### src/rtl/serial_frame_rx.sv
// serial_frame_rx: receives a one-bit-per-clock serial line and delivers parallel
// words over a valid/ready handshake.
//
// The incoming line is first passed through a 2-flop synchroniser. A frame is
// one start bit (0), then DATA_W data bits sent LSB first, then one stop bit (1).
// The receiver takes one line sample per clock and does no oversampling.
//
// Ports
//   clk        single clock; all state changes on the rising edge
//   rest       synchronous active-low reset, sampled on the rising edge of clk
//   d          serial line, idle high, asynchronous to clk
//   out_ready  the consumer can accept out_data in this cycle
//   out_data   received word; bit 0 is the first data bit received
//   out_valid  out_data holds a word that has not been consumed yet
//   frame_err  one-cycle pulse when the stop bit is sampled low
//   overrun    one-cycle pulse when a completed word is dropped because the
//              output register is still occupied
//   busy       high whenever the receiver is not idle
module serial_frame_rx #(
  parameter int unsigned DATA_W = 8
) (
  input  logic              clk,
  input  logic              rest,
  input  logic              d,
  input  logic              out_ready,
  output logic [DATA_W-1:0] out_data,
  output logic              out_valid,
  output logic              frame_err,
  output logic              overrun,
  output logic              busy
);

  localparam int unsigned CNT_W = $clog2(DATA_W);
  localparam logic [CNT_W-1:0] LAST_BIT = CNT_W'(DATA_W - 1);

  typedef enum logic [1:0] {
    ST_IDLE  = 2'd0,
    ST_DATA  = 2'd1,
    ST_STOP  = 2'd2,
    ST_BREAK = 2'd3
  } state_t;

  state_t            state_q, state_d;
  logic              s1_q, s1_d;
  logic              s2_q, s2_d;
  logic [CNT_W-1:0]  cnt_q, cnt_d;
  logic [DATA_W-1:0] shift_q, shift_d;
  logic [DATA_W-1:0] out_data_q, out_data_d;
  logic              out_valid_q, out_valid_d;
  logic              frame_err_q, frame_err_d;
  logic              overrun_q, overrun_d;
  logic              busy_q, busy_d;

  // Synchroniser for the asynchronous line.
  always_comb begin
    s1_d = d;
    s2_d = s1_q;
  end

  // Next-state logic for the framing FSM, the shift register and the output handshake.
  always_comb begin
    state_d     = state_q;
    cnt_d       = cnt_q;
    shift_d     = shift_q;
    out_data_d  = out_data_q;
    out_valid_d = out_valid_q;
    frame_err_d = 1'b0;
    overrun_d   = 1'b0;

    // The consumer takes the held word; a frame completing on the same edge can override this below.
    if (out_valid_q && out_ready) begin
      out_valid_d = 1'b0;
    end

    case (state_q)
      ST_IDLE: begin
        if (!s2_q) begin
          state_d = ST_DATA;
          cnt_d   = '0;
        end
      end

      ST_DATA: begin
        // Shift right, entering at the MSB, so the first bit ends up in bit 0.
        shift_d = {s2_q, shift_q[DATA_W-1:1]};
        cnt_d   = cnt_q + CNT_W'(1);
        if (cnt_q == LAST_BIT) begin
          state_d = ST_STOP;
        end
      end

      ST_STOP: begin
        if (s2_q) begin
          state_d = ST_IDLE;
          // Load when the output is free, or when the held word is being taken on this same edge.
          if (!out_valid_q || out_ready) begin
            out_data_d  = shift_q;
            out_valid_d = 1'b1;
          end else begin
            overrun_d = 1'b1;
          end
        end else begin
          frame_err_d = 1'b1;
          state_d     = ST_BREAK;
        end
      end

      ST_BREAK: begin
        // Wait for the line to return high so that a held-low line cannot produce phantom frames.
        if (s2_q) begin
          state_d = ST_IDLE;
        end
      end

      default: begin
        state_d = ST_IDLE;
      end
    endcase

    busy_d = (state_d != ST_IDLE);
  end

  // State registers with synchronous active-low reset.
  always_ff @(posedge clk) begin
    if (!rest) begin
      s1_q        <= 1'b1;
      s2_q        <= 1'b1;
      state_q     <= ST_IDLE;
      cnt_q       <= '0;
      shift_q     <= '0;
      out_data_q  <= '0;
      out_valid_q <= 1'b0;
      frame_err_q <= 1'b0;
      overrun_q   <= 1'b0;
      busy_q      <= 1'b0;
    end else begin
      s1_q        <= s1_d;
      s2_q        <= s2_d;
      state_q     <= state_d;
      cnt_q       <= cnt_d;
      shift_q     <= shift_d;
      out_data_q  <= out_data_d;
      out_valid_q <= out_valid_d;
      frame_err_q <= frame_err_d;
      overrun_q   <= overrun_d;
      busy_q      <= busy_d;
    end
  end

  assign out_data  = out_data_q;
  assign out_valid = out_valid_q;
  assign frame_err = frame_err_q;
  assign overrun   = overrun_q;
  assign busy      = busy_q;

endmodule

### config.mk
export PLATFORM = sky130hd
export DESIGN_NAME = serial_frame_rx
export DESIGN_NICKNAME = d
export VERILOG_FILES = /design/src/rtl/serial_frame_rx.sv
export SDC_FILE = /design/constraint.sdc
export NUM_CORES = 1
export LEC_CHECK = 0
export ABC_CLOCK_PERIOD_IN_PS = 1400
export CORE_MARGIN = 2
export CORE_UTILIZATION = 50
export CTS_BUF_LIST = sky130_fd_sc_hd__clkbuf_4 sky130_fd_sc_hd__clkbuf_8
export CTS_CLUSTER_DIAMETER = 80
export DETAILED_ROUTE_END_ITERATION = 7
export PLACE_DENSITY_LB_ADDON = 0.1
export SYNTH_ARGS = -nofsm -noshare
export SYNTH_HDL_FRONTEND = slang
export SYNTH_SLANG_ARGS = --single-unit
### constraint.sdc
create_clock -name clk -period 1.4 [get_ports clk]
set_clock_uncertainty 0.15 [all_clocks]
set_input_delay 0.14 -clock clk [delete_from_list [all_inputs] [get_ports clk]]
set_output_delay 0.14 -clock clk [all_outputs]
set_load 0.02 [all_outputs]
==> results.json, run 1 <==
{
  "status": "completed",
  "final_antenna_net_count": 0,
  "synth_edf_count": 0,
  "clockBufferDepth": 2,
  "async_flop_share": 0,
  "period_share": 0.929,
  "crit_cells": 1,
  "core_um2": 1920,
  "vias": 740,
  "synth_area_um2": 1000,
  "fin_nets": 136,
  "cts_tree": "built",
  "grt_pass1_vias": 667,
  "path_clk_slew_ps": 140,
  "fin_crit_ps": 1300,
  "routed_wl_um": 1590,
  "yosysTopAreaCell": "dfxtp_1",
  "grt_max_degree": 20,
  "finalHoldViolCount": 0,
  "root_buffer": "clkbuf_4",
  "cp_slowest_cell": "dfxtp_1",
  "required_ps": 1110,
  "power.net_switching_mw": 0.253,
  "dieWidth_um": 48.8,
  "crit_start": "out_data[0]",
  "r2r-start": "state_q[1]",
  "slowest_delay_ps": 350,
  "synthCells": 110,
  "startpoint_type": "flip-flop",
  "crit_family": "flip-flops",
  "drt-initial-drc-count": 6,
  "drc": 0,
  "hold-worst-slack_ps": 223,
  "reg2regPathDepth": 4,
  "antenna_found_initial": 0,
  "ir_drop_uv": 589,
  "r2r_end": "out_data[1]",
  "worstMarginPinSlew_ps": 471,
  "place_congestion": 0.756,
  "ioPinCount": 16,
  "dieArea_um2": 2380,
  "cts_buffers": 3,
  "synth_ff_type": "dfxtp_1",
  "cts_num_sinks": 27,
  "utilization": 0.643,
  "relSlewSlack": 0.686,
  "routed.top_layer": "met4",
  "row_count": 16,
  "seq_power_share": 0.660,
  "cp.arrival_ps": 1010,
  "yosysWarnings": 0,
  "crit_buf_inv": 1,
  "ys_ff_latch": 27,
  "synth_cell_types": 20,
  "rrSetupSlack_ps": 170,
  "crit_path_max_fanout": 2,
  "cts_setup_buffers": 0,
  "maxCapViolations": 0,
  "die_height_um": 48.8,
  "seq_area_frac_synth": 0.538,
  "rsz0062_at_grt": "no",
  "nFillCells": 179,
  "critPathKind": "reg -> out",
  "crit_path_end": "out_data[0]",
  "synth_top_cells_by_count": "nand2_1, dfxtp_1, a21oi_1",
  "synthTopCellsByArea": "dfxtp_1, nand2_1, mux2i_1, a21oi_1, ha_1",
  "route.met2.wl_um": 722,
  "comb_power_share": 0.052,
  "max_freq_mhz": 769,
  "grt_pass1_wl_um": 2840,
  "clk_latency_ps": 310,
  "slew_viol_final": 0,
  "synth_most_common_cell": "nand2_1",
  "p_leak_nw": 0.494,
  "hold_path.class": "in -> reg",
  "vias_per_cell": 4.74,
  "p_int_mw": 0.936,
  "yosysTopAreaCellShare": 0.538,
  "portBuffers": 15,
  "wl_per_cell_um": 10.2,
  "p_clk_frac": 0.287,
  "drive_gt1_frac": 0.116,
  "powerDensity_nw_per_um2": 963,
  "drt-pass1-iter-count": 4,
  "start_util": 0.523,
  "synth_nets": 116,
  "critPathCaptureType": "output pin",
  "avgSynthCellArea_um2": 9.13,
  "wl_met1_um": 787,
  "wl_met3_um": 65,
  "h-tree-depth": 1,
  "diodes": 0,
  "dp_hpwl_um": 1130,
  "overflow": 0,
  "setup_viol": 0,
  "area_growth_pct": 22.9,
  "p_sw_frac": 0.213,
  "gr-usage-all-layers": 0.154,
  "cp_cell_sequence": "dlygate4sd2_1"
}
==> per-layer routing <==
layer / vias up / global-route usage
met5: - / 0
met4: 0 / 0.0571
met3: 2 / 0.0368
met2: 14 / 0.256
met1: 328 / 0.195
li1: 396 / -
==> area by class of cell <==
| type | count | area, µm² | share of cell area |
|---|---|---|---|
| clock buffer | 4 | 30.0 | 0.0243 |
| tap | 27 | 33.8 | 0.0274 |
| inverter | 1 | 3.75 | 0.00304 |
| sequential | 27 | 542 | 0.439 |
| timing repair buffer | 21 | 193 | 0.156 |
| multi-input combinational | 76 | 433 | 0.351 |
==> through the flow <==
stage | power [mW] | cell area (µm²) | instances | TNS, ps | setup slack (ps)
floorplan | 0.843 | 1000 | 110 | 0 | 212
global placement | 0.865 | 1200 | 152 | -92.5 | -20.1
detailed placement | 0.865 | 1200 | 152 | -156 | -33.0
CTS | 1.21 | 1220 | 156 | 0 | 33.4
global route | 1.25 | 1230 | 156 | 0 | 34.4
finish | 1.19 | 1230 | 156 | 0 | 99.5
==> cells by family after synthesis <==
group,count (synthesis),synth area share
buffers and inverters,7,0.0448
AOI/OAI and AO/OA,16,0.0859
and+or+nand+nor,50,0.227
muxes,8,0.0797
adders and majority gates,2,0.0249
DFF,27,0.538
==> registers in the layout, indices dropped and copies added, names as in the netlist <==
signal and cells:
busy 1, cnt_q 3, frame_err 1, out_data 8, out_valid 1, overrun 1
s1_q 1, s2_q 1, shift_q 8, state_q 2
==> power groups by stage <==
stage               Combinational, mW  Clock (mW)  Sequential, mW
finish                         0.0624       0.342           0.785
global route                   0.0708       0.388           0.788
CTS                            0.0624       0.359           0.785
detailed placement             0.0635           0           0.802
global placement               0.0631           0           0.802
floorplan                      0.0400           0           0.803
==> worst min path at each step <==
| stage | slack [ps] | to | start | cells past startpoint |
|---|---|---|---|---|
| final | 220 | s1_q | d | 2 |
| after global routing | 220 | s1_q | d | 2 |
| after CTS | 210 | s1_q | d | 2 |
| after detailed placement | 250 | s2_q | s1_q | 1 |
| after global placement | 240 | s2_q | s1_q | 1 |
| after floorplan | 90 | s1_q | d | 1 |
==> cells in the final DEF (no fill, tap or decap), types with 2 or more instances in the layout <==
| master | netlist | routed |
|---|---|---|
| nand2b_1 | 4 | 4 |
| clkbuf_4 | 0 | 4 |
| clkdlybuf4s50_1 | 0 | 3 |
| ha_1 | 2 | 2 |
| dlygate4sd2_1 | 0 | 12 |
| nor3_1 | 2 | 2 |
| nor2_1 | 2 | 2 |
| dfxtp_1 | 27 | 26 |
| a21oi_1 | 12 | 12 |
| o21ai_0 | 2 | 2 |
| buf_4 | 0 | 5 |
| nand2_1 | 36 | 36 |
| mux2i_1 | 8 | 8 |
==> what timing repair did <==
| item | CTS | global route |
|---|---|---|
| cloned | 0 | 0 |
| hold buffers | 0 | 0 |
| endpoints found under the setup margin | 12 | 8 |
| endpoints found under the hold margin | 0 | 0 |
| resized for setup | 12 | 3 |
| pin swaps | 0 | 0 |
(Power assumes the default switching activity.)
==> run 2, diff against run 1 <==
--- a/config.mk
+++ b/config.mk
@@ -11,6 +11,7 @@
 export CTS_BUF_LIST = sky130_fd_sc_hd__clkbuf_4 sky130_fd_sc_hd__clkbuf_8
 export CTS_CLUSTER_DIAMETER = 80
 export DETAILED_ROUTE_END_ITERATION = 7
+export DONT_BUFFER_PORTS = 1
 export PLACE_DENSITY_LB_ADDON = 0.1
 export SYNTH_ARGS = -nofsm -noshare
 export SYNTH_HDL_FRONTEND = slang
==> results.json, run 2 (same netlist as run 1, synthesis figures left out) <==
{
  "status": "completed",
  "drc": 0,
  "clockBufferDepth": 2,
  "start_util": 0.523,
  "clk_latency_ps": 310,
  "nFillCells": 177,
  "final_common_cell": "nand2_1",
  "required_ps": 1500,
  "antenna_found_initial": 0,
  "dieArea_um2": 2380,
  "path_clk_slew_ps": 140,
  "drive_gt1_frac": 0.139,
  "grtUsageMet3": 0.0399,
  "ir_drop_uv": 682,
  "final_cell_mix": "nand2_1, dfxtp_1, a21oi_1, dlygate4sd3_1, mux2i_1",
  "slowest_delay_ps": 560,
  "h-tree-depth": 1,
  "finalHoldViolCount": 0,
  "ioPinCount": 16,
  "cp_cell_sequence": "nand2_1 > dlygate4sd3_1 > mux2i_1",
  "row_count": 16,
  "drt-initial-drc-count": 16,
  "grt_max_degree": 16,
  "dp_hpwl_um": 1140,
  "slew_viol_final": 0,
  "critPathCaptureType": "flip-flop",
  "final_area_um2": 1170,
  "grt_pass1_vias": 720,
  "cts_buffers": 3,
  "cp_slowest_cell": "dlygate4sd3_1",
  "core_um2": 1920,
  "drt-pass1-iter-count": 4,
  "portBuffers": 0,
  "routed_wl_um": 1730,
  "vias_per_cell": 4.91,
  "rsz0062_at_grt": "no",
  "met1_usage": 0.206,
  "max_freq_mhz": 742,
  "tns_ps": 0,
  "root_buffer": "clkbuf_4",
  "dieWidth_um": 48.8,
  "layout.cells.non_filler": 149,
  "fin_nets": 129,
  "placed_cells": 136,
  "worstMarginPinSlew_ps": 517,
  "setup_viol": 0,
  "use_met2": 0.285,
  "place_congestion": 0.705,
  "powerDensity_nw_per_um2": 999,
  "hold_path.class": "in -> reg",
  "power.total_mw": 1.17,
  "diodes": 0,
  "hold-worst-slack_ps": 267,
  "final_antenna_net_count": 0,
  "wl_per_cell_um": 11.6,
  "fin_crit_ps": 1350,
  "area_growth_pct": 16.4,
  "critPathKind": "reg -> reg",
  "cts_num_sinks": 27,
  "p_leak_nw": 0.398,
  "startpoint_type": "flip-flop",
  "grt_pass1_wl_um": 3150,
  "period_share": 0.962,
  "overflow": 0,
  "cts_setup_buffers": 0,
  "relSlewSlack": 0.654,
  "busiest_layer": "met2",
  "vias": 732,
  "crit_path_max_fanout": 3,
  "maxCapViolations": 0,
  "gr-usage-all-layers": 0.167,
  "die_height_um": 48.8,
  "dpl_cell_area_um2": 1050,
  "cts_tree": "built",
  "cp.arrival_ps": 1450
}
## run 2: changes by cell type in the layout (fill, tap and decap cells not counted), sizes merged
| cell | previous run | this run |
|---|---|---|
| dlygate4sd3 | 0 | 9 |
| clkdlybuf4s50 | 3 | 0 |
| dlygate4sd2 | 12 | 0 |
| clkbuf | 4 | 3 |
| clkinv | 0 | 1 |
| buf | 6 | 5 |
## run 2: layer usage
metal	up-vias	part of all wire
met3	0	0.029
met1	342	0.48
met2	10	0.49
met4	0	0
met5	-	0
li1	380	-
## run 2: report_power, final
group / internal, mW / leakage, nW / switching (mW) / total (mW)
registers: 0.779 / 0.219 / 0.0104 / 0.789
clock network: 0.107 / 0.0177 / 0.211 / 0.317
logic: 0.0306 / 0.161 / 0.0317 / 0.0623
## run 2: cell type report
type / instances / area (µm²) / share of cell area
Timing Repair Buffer: 14 / 140 / 0.120
Multi-Input combinational cell: 76 / 419 / 0.358
Tap cell: 27 / 33.8 / 0.0289
Inverter: 1 / 3.75 / 0.00321
Sequential cell: 27 / 546 / 0.466
Clock inverter: 1 / 5.00 / 0.00428
Clock buffer: 3 / 22.5 / 0.0193
## run 2: final timing paths
kind	start	to	slack, ps	cells past startpoint
hold reg to reg	shift_q[0]	shift_q[0]	310	2
setup reg to reg	shift_q[7]	out_data[7]	50	3
setup / recovery	shift_q[7]	out_data[7]	50	3
hold / removal	rest	s2_q	270	2
## run 2: timing repair
| item | 4_1_cts | 5_1_grt |
|---|---|---|
| resized for setup | 0 | 4 |
| hold endpoints to repair | 18 | 0 |
| hold buffers | 9 | 0 |
| endpoints found under the setup margin | 0 | 9 |
## run 2: metrics by stage
stage	util	worst slack, ps
after global routing	0.609	7.27
after global placement	0.545	133
after detailed placement	0.545	55.6
final	0.609	52.6
after floorplan	-	212
after CTS	0.606	17.4
## run 2: critical path: cells and delay by family (launching register included)
family	cells	cell delay, ps
multiplexers	1	140
flip-flops	1	390
AND/OR/NAND/NOR	1	50
buffers and inverters	1	560
